===== src/rtl/line_drawer.sv =====
// Bresenham line rasteriser that feeds the VGA framebuffer write port, one pixel per clock.
// Optional macro LINE_DRAWER_CLIP_EN suppresses pixel_write for off-screen pixels.
module line_drawer #(
    parameter int HRES = 640,
    parameter int VRES = 480
) (
    input  logic               clk50,
    input  logic               reset,
    input  logic               start,
    input  logic signed [11:0] x0,
    input  logic signed [11:0] y0,
    input  logic signed [11:0] x1,
    input  logic signed [11:0] y1,
    input  logic               color,
    output logic               busy,
    output logic               done,
    output logic signed [11:0] x,
    output logic signed [11:0] y,
    output logic               pixel_color,
    output logic               pixel_write
);

    localparam int unsigned CW  = 12;
    localparam int unsigned DW  = 13;
    localparam int unsigned EW  = 14;
    localparam int unsigned E2W = 15;

`ifdef LINE_DRAWER_CLIP_EN
    localparam bit CLIP_EN = 1'b1;
`else
    localparam bit CLIP_EN = 1'b0;
`endif

    localparam logic signed [EW-1:0] ERR_ZERO = '0;
    localparam logic signed [CW-1:0] ONE      = 12'sd1;

    typedef enum logic [1:0] {IDLE, SETUP, DRAW, DONE} state_t;

    state_t                state, state_d;
    logic signed [CW-1:0]  x0_q, y0_q, x1_q, y1_q;
    logic signed [CW-1:0]  x0_d, y0_d, x1_d, y1_d;
    logic signed [DW-1:0]  dx_q, dy_q, dx_d, dy_d;
    logic                  sx_neg_q, sy_neg_q, sx_neg_d, sy_neg_d;
    logic signed [EW-1:0]  err_q, err_d;
    logic signed [CW-1:0]  x_d, y_d;
    logic                  busy_d, done_d, pixel_color_d, pixel_write_d;

    logic signed [DW-1:0]  diff_x, diff_y, abs_x, abs_y;
    logic signed [E2W-1:0] e2;
    logic                  step_x, step_y, at_end;

    function automatic logic on_screen(input logic signed [CW-1:0] px,
                                       input logic signed [CW-1:0] py);
        return !px[CW-1] && (int'(px) < HRES) && !py[CW-1] && (int'(py) < VRES);
    endfunction

    // Setup-time deltas (13-bit signed, never overflow for 12-bit endpoints)
    assign diff_x = DW'(x1_q) - DW'(x0_q);
    assign diff_y = DW'(y1_q) - DW'(y0_q);
    assign abs_x  = diff_x[DW-1] ? -diff_x : diff_x;
    assign abs_y  = diff_y[DW-1] ? -diff_y : diff_y;

    // Both Bresenham tests use the error value from the start of the cycle
    assign e2     = {err_q, 1'b0};
    assign step_x = (e2 >= E2W'(dy_q));
    assign step_y = (e2 <= E2W'(dx_q));
    assign at_end = (x == x1_q) && (y == y1_q);

    always_comb begin
        state_d       = state;
        x0_d          = x0_q;
        y0_d          = y0_q;
        x1_d          = x1_q;
        y1_d          = y1_q;
        dx_d          = dx_q;
        dy_d          = dy_q;
        sx_neg_d      = sx_neg_q;
        sy_neg_d      = sy_neg_q;
        err_d         = err_q;
        x_d           = x;
        y_d           = y;
        pixel_color_d = pixel_color;

        unique case (state)
            IDLE: begin
                if (start) begin
                    x0_d          = x0;
                    y0_d          = y0;
                    x1_d          = x1;
                    y1_d          = y1;
                    pixel_color_d = color;
                    state_d       = SETUP;
                end
            end
            SETUP: begin
                dx_d     = abs_x;
                dy_d     = -abs_y;
                sx_neg_d = !(x0_q < x1_q);
                sy_neg_d = !(y0_q < y1_q);
                err_d    = EW'(abs_x) - EW'(abs_y);
                x_d      = x0_q;
                y_d      = y0_q;
                state_d  = DRAW;
            end
            DRAW: begin
                if (at_end) begin
                    state_d = DONE;
                end else begin
                    if (step_x) x_d = sx_neg_q ? (x - ONE) : (x + ONE);
                    if (step_y) y_d = sy_neg_q ? (y - ONE) : (y + ONE);
                    err_d = err_q + (step_x ? EW'(dy_q) : ERR_ZERO)
                                  + (step_y ? EW'(dx_q) : ERR_ZERO);
                end
            end
            DONE: begin
                state_d = IDLE;
            end
            default: begin
                state_d = IDLE;
            end
        endcase

        // Outputs are registered from the next state so they line up with the pixel shown
        busy_d        = (state_d != IDLE);
        done_d        = (state_d == DONE);
        pixel_write_d = (state_d == DRAW) && (!CLIP_EN || on_screen(x_d, y_d));
    end

    always_ff @(posedge clk50 or negedge reset) begin
        if (!reset) begin
            state       <= IDLE;
            x0_q        <= '0;
            y0_q        <= '0;
            x1_q        <= '0;
            y1_q        <= '0;
            dx_q        <= '0;
            dy_q        <= '0;
            sx_neg_q    <= 1'b0;
            sy_neg_q    <= 1'b0;
            err_q       <= '0;
            x           <= '0;
            y           <= '0;
            busy        <= 1'b0;
            done        <= 1'b0;
            pixel_color <= 1'b0;
            pixel_write <= 1'b0;
        end else begin
            state       <= state_d;
            x0_q        <= x0_d;
            y0_q        <= y0_d;
            x1_q        <= x1_d;
            y1_q        <= y1_d;
            dx_q        <= dx_d;
            dy_q        <= dy_d;
            sx_neg_q    <= sx_neg_d;
            sy_neg_q    <= sy_neg_d;
            err_q       <= err_d;
            x           <= x_d;
            y           <= y_d;
            busy        <= busy_d;
            done        <= done_d;
            pixel_color <= pixel_color_d;
            pixel_write <= pixel_write_d;
        end
    end

endmodule


===== config.mk =====
export PLATFORM = sky130hd
export DESIGN_NAME = line_drawer
export DESIGN_NICKNAME = d
export VERILOG_FILES = /design/src/rtl/line_drawer.sv
export SDC_FILE = /design/constraint.sdc
export NUM_CORES = 1
export LEC_CHECK = 0
export ABC_CLOCK_PERIOD_IN_PS = 5700
export BUFFER_PORTS_ARGS = -buffer_cell sky130_fd_sc_hd__buf_2
export CORE_MARGIN = 8
export CORE_UTILIZATION = 55
export DETAILED_ROUTE_END_ITERATION = 10
export GPL_ROUTABILITY_DRIVEN = 0
export PLACE_DENSITY = 0.74
export SKIP_CTS_REPAIR_TIMING = 1
export SLEW_MARGIN = 20
export SYNTH_ARGS = -nofsm -noshare
export SYNTH_HDL_FRONTEND = slang
export SYNTH_SLANG_ARGS = --single-unit

===== constraint.sdc =====
create_clock -name clk50 -period 5.7 [get_ports clk50]
set_input_delay 1.14 -clock clk50 [delete_from_list [all_inputs] [get_ports clk50]]
set_output_delay 1.14 -clock clk50 [all_outputs]
set_load 0.02 [all_outputs]

=== Word level (Yosys, flattened, before mapping) ===
Cells that the tools add are included.

* Register bits: 120
* Input port bits: 52
* Word-level logic and storage cells: 69

* Magnitude comparators: 4
* Add/sub/neg operators: 12
* Muxes and demuxes: 17
* Eq/ne operators: 10
* Reductions and logical operators: 10

{| class="wikitable"
|+ Operators with widths
! operator !! number
|-
| $mux 12 || 6
|-
| $pmux 12 s2 || 2
|-
| $mux 14 || 3
|-
| $neg 13->13 || 3
|-
| $add 14x14->14 || 2
|-
| $pmux 14 s2 || 1
|-
| $mux 13 || 2
|-
| $sub 12x12->13 || 2
|-
| $add 12x2->12 const B || 2
|-
| $eq 12x12->1 || 2
|-
| $lt 12x12->1 || 2
|-
| $sub 12x2->12 const B || 2
|-
| $ge 15x13->1 || 1
|-
| $le 15x13->1 || 1
|-
| $sub 13x13->14 || 1
|-
| $eq 2x2->1 const B || 4
|-
| $pmux 2 s4 || 1
|-
| $ne 2x2->1 const B || 3
|-
| $reduce_and 3->1 || 2
|-
| $mux 2 || 2
|-
| $reduce_and 2->1 || 2
|-
| $reduce_bool 2->1 || 2
|-
| $eq 2x1->1 const B || 1
|-
| $logic_not 1->1 || 2
|-
| 2 further kinds || 2
|}

=== Depth between registers and ports, before layout ===
* Depth after elaboration: 6
* Mapped depth: 24
* Mapped depth without buffers: 23

=== Worst setup path after synthesis ===
Ideal clock, no wire load.

* Path type: reg2reg
* Start point: register err_q[1]
* End point: register err_q[11]
* Arrival time: 4.738 ns
* Stages on the path, launching flop included: 20
* Clock period less this slack: 4.864 ns
* Setup time: 0.126 ns
* Path slack: 0.836 ns
* Path buffers: 1
* Required time: 5.574 ns
* Cells stage by stage: dfrtp_1 > ha_1 > nor2_1 > a211o_1 > a311o_1 > a21o_1 > and3_1 > clkbuf_1 > nor2_1 > fa_1 > fa_1 > a21oi_1 > nor2_1 > o21a_1 > o21a_1 > or4_1 > a41oi_1 > xor2_1 > a21oi_1 > a221o_1

* Word-level cells in the longest chain between the ends: 6
* Elaborated cells on any way between the ends: 8

{| class="wikitable"
|+ Ends and longest elaborated chain
! item !! RTL line !! text
|-
| from (decl) || 44 || <nowiki>logic signed [EW-1:0] err_q, err_d;</nowiki>
|-
| from (signal assigned) || 157 || <nowiki>err_q <= err_d;</nowiki>
|-
| $ge 15x13->1 || 65 || <nowiki>assign step_x = (e2 >= E2W'(dy_q));</nowiki>
|-
| $mux 14 || 111 || <nowiki>err_d = err_q + (step_x ? EW'(dy_q) : ERR_ZERO)</nowiki>
|-
| $add 14x14->14 || 111 ||
|-
| $add 14x14->14 (*) || 112 || <nowiki>+ (step_y ? EW'(dx_q) : ERR_ZERO);</nowiki>
|-
| $mux 14 (*) || 106 || <nowiki>if (at_end) begin</nowiki>
|-
| $pmux 14 s2 (*) || 84 || <nowiki>unique case (state)</nowiki>
|}

Every way passes the cells marked *; elsewhere a longest branch is shown, timed or not. The select of a mux whose other input is x is not followed.
A chain may end at the register's enable or synchronous reset.

=== Final worst setup path ===
* Start point: register err_q[9]
* End point: register err_q[11]

The elaborated chain is that of the path after synthesis.

==> flow_summary.yaml <==
layout:
  final_core_util: 0.625
  syn_to_final_growth_pct: 12.6
  nets: 1403
  layout-drive-gt1-share: 0.167
  final_cells: 1474
  antennaDiodeCount: 0
sta:
  skew_ns: 0.0105
  fin_crit_sh: 0.940
  finalCriticalPeriod_ns: 5.36
  worst_pin_slew_ns: 0.942
  setup_tns_ns: 0
  rsz0062_at_grt: "false"
  setup_viol: 0
  slew_headroom: 0.363
  drv_slew: 0
  finalHoldViolCount: 0
  max_clock_freq_ghz: 0.187
routing:
  viasPerCell: 5.82
  wl_per_cell_um: 17.7
  routed_wl_mm: 26.1
  drtPass1Iterations: 5
  routed-via-count: 8577
  antenna_left: 0
  drt_iter0_drc: 635
  drc: 0
floorplan:
  row_count: 50
  core_area_um2: 18500
  dieArea_um2: 23300
  die_x_um: 153
  die_h_um: 153
  initial_core_util: 0.555
  io_pins: 80
synthesis:
  ys_seq_area_frac: 0.292
  synth_nets: 1323
  yosysWarnings: 0
  synth-xor-area-share: 0.0925
  synth_mux_area_frac: 0.0800
  synth_area_leader_cell: "dfrtp_1"
  syn_avg_cell_area_um2: 8.96
  syn_inst: 1147
  yosys.area_share.simple: 0.159
  synth_area_leaders: "dfrtp_1, ha_1, mux2_2, xnor2_1, o21ai_0"
  synth_compound_area_frac: 0.162
  synth_top_family_by_area: "adder cells"
  synth_fa_ha_area_frac: 0.166
  synth-seq-cells: 120
  synthDistinctLibCells: 79
  async_flop_share: 1.00
  syn_area_um2: 10300
  ys.flop_type: "dfrtp_1"
  synth_edf_count: 0
  yosysTopAreaCellShare: 0.292
critical_path:
  slowest_stage: "or4_1"
  critPathCaptureType: "register"
  required_ns: 6.01
  cp.arrival_ns: 5.67
  crit_chain: "ha_1 -> and3_1 -> nand3_1 -> or4_1 -> and3_1 -> nor2_1 -> fa_1 -> ha_1 -> fa_1 -> a21oi_1 -> nor2_1 -> o21a_1 -> o21a_1 -> or4_1 -> a41oi_1 -> xor2_1 -> a21oi_1 -> a221o_1"
  max_stage_delay_ns: 0.53
  cp-start-kind: "register"
  worstSetupPathType: "reg -> reg"
  cp_max_fo: 8
  crit_buf_inv: 0
  critical_path.top_delay_family: "simple AND/OR/NAND/NOR gates"
grt:
  grt_pass1_wl_mm: 43.7
  track_usage: 0.229
  grt_pass1_vias: 8691
  antenna_found_initial: 0
  grt-ovfl-total: 0
  grt_max_degree: 72
clock_network:
  clock_latency_ns: 0.43
  cts_tree: "yes"
  htree_levels: 4
  clock-root-buffer: "clkbuf_16"
  clock-sinks: 120
  cts_buffers: 17
  cts_buffer_depth: 2
  clk_pin_slew_ns: 0.06
flow_run:
  maxCapViolCount: 0
placed_design:
  dpl.cell_count: 1442
  port_buffers: 79
  dpl.hpwl_mm: 19.9
status:
  status: "finished, final reports clean"
min_path:
  min_path_type: "reg -> reg"
## routing by layer
metal | routed length (µm) | vias to the layer above | track usage | share of wire
met1 | 11900 | 4079 | 0.301 | 0.46
met5 | 0 | - | 0 | 0
li1 | - | 4185 | - | -
met4 | 649 | 0 | 0.0862 | 0.025
met2 | 12000 | 269 | 0.368 | 0.46
met3 | 1500 | 44 | 0.0414 | 0.058
## final timing paths
| kind | endpoint | depth (start not counted) | start | slack (ns) |
|---|---|---|---|---|
| max | err_q[11]$_DFFE_PN0P_ | 18 | err_q[9]$_DFFE_PN0P_ | 0.34 |
| min | pixel_color$_DFFE_PN0P_ | 1 | pixel_color$_DFFE_PN0P_ | 0.50 |
| max reg2reg | err_q[11]$_DFFE_PN0P_ | 18 | err_q[9]$_DFFE_PN0P_ | 0.34 |
| min reg2reg | pixel_color$_DFFE_PN0P_ | 1 | pixel_color$_DFFE_PN0P_ | 0.50 |
| max in group asynchronous | dy_q[7]$_DFFE_PN0N_ | 2 | reset | 4.04 |
| min in group asynchronous | x0_q[5]$_DFFE_PN0P_ | 1 | reset | 0.51 |
## layout make-up
type / count / area, µm²
clock buffers: 17 / 425
clock inverters: 15 / 189
fillers: 1565 / 6940
inverters: 99 / 372
multi-input cells: 896 / 6790
flip-flops and latches: 120 / 3000
well taps: 234 / 293
repair buffers: 93 / 503
## per-stage QoR
stage | hold slack [ns] | setup slack [ns] | area [µm²]
2_1_floorplan | 0.464 | 0.836 | 10300
3_3_place_gp | 0.483 | 0.507 | 11000
3_5_place_dp | 0.489 | 0.388 | 11000
4_1_cts | 0.503 | 0.383 | 11600
5_1_grt | 0.512 | 0.0409 | 11600
6_report | 0.497 | 0.344 | 11600
## registers in the layout (all words and copies together), names as in the netlist
register	flops
x0_q	12
busy	1
pixel_write	1
y1_q	12
sy_neg_q	1
sx_neg_q	1
x1_q	12
done	1
y	12
y0_q	12
dx_q	13
err_q	14
x	12
dy_q	13
state	2
pixel_color	1
## cells by family (layout without fill, tap and decap cells)
logic type / after synthesis / after routing
AND/OR/NAND/NOR: 325 / 325
AO/OA/AOI/OAI: 265 / 265
buffers and inverters: 131 / 224
adder cells (fa/ha/maj): 125 / 125
flip-flops: 120 / 120
XOR/XNOR: 106 / 106
multiplexers: 75 / 75
## Yosys cell counts (10+ instances only)
library cell / instances
dfrtp_1: 120
ha_1: 105
inv_1: 99
nand2_1: 88
o21ai_0: 85
nor2_1: 83
a21oi_1: 71
xnor2_1: 68
mux2_2: 57
xor2_1: 35
clkbuf_1: 28
nor3_1: 24
fa_1: 19
nand3_1: 19
a21o_1: 18
mux2i_1: 18
and2_1: 16
nand2b_1: 15
nor2b_1: 15
nand4_1: 13
a211oi_1: 10
and3_1: 10
## worst reg2reg max path, stage by stage (launching register included)
cell and delay (ns):
dfrtp_1 0.43, ha_1 0.32, and3_1 0.20, nand3_1 0.12, or4_1 0.53, and3_1 0.31, nor2_1 0.20, fa_1 0.44
ha_1 0.23, fa_1 0.41, a21oi_1 0.15, nor2_1 0.07, o21a_1 0.19, o21a_1 0.18, or4_1 0.45, a41oi_1 0.33
xor2_1 0.22, a21oi_1 0.10, a221o_1 0.36
## cells in the final DEF, fill, tap and decap left out, drive strengths merged, types with 4 or more instances in the layout
cell type	count
a211oi	11
a21boi	7
a21o	18
a21oi	71
a31oi	7
and2	16
and3	10
buf	93
clkbuf	17
dfrtp	120
fa	19
ha	105
inv	106
mux2	57
mux2i	18
nand2	88
nand2b	16
nand3	19
nand4	13
nand4b	5
nor2	83
nor2b	15
nor3	24
nor3b	6
nor4	5
o211ai	8
o21a	9
o21ai	91
o21bai	6
o31ai	8
or2	5
or3	6
or4	4
xnor2	69
xor2	37
Power is left out: the tool's default activity adds up to more than one toggle a clock period on the data nets, which glitch-free logic cannot reach.
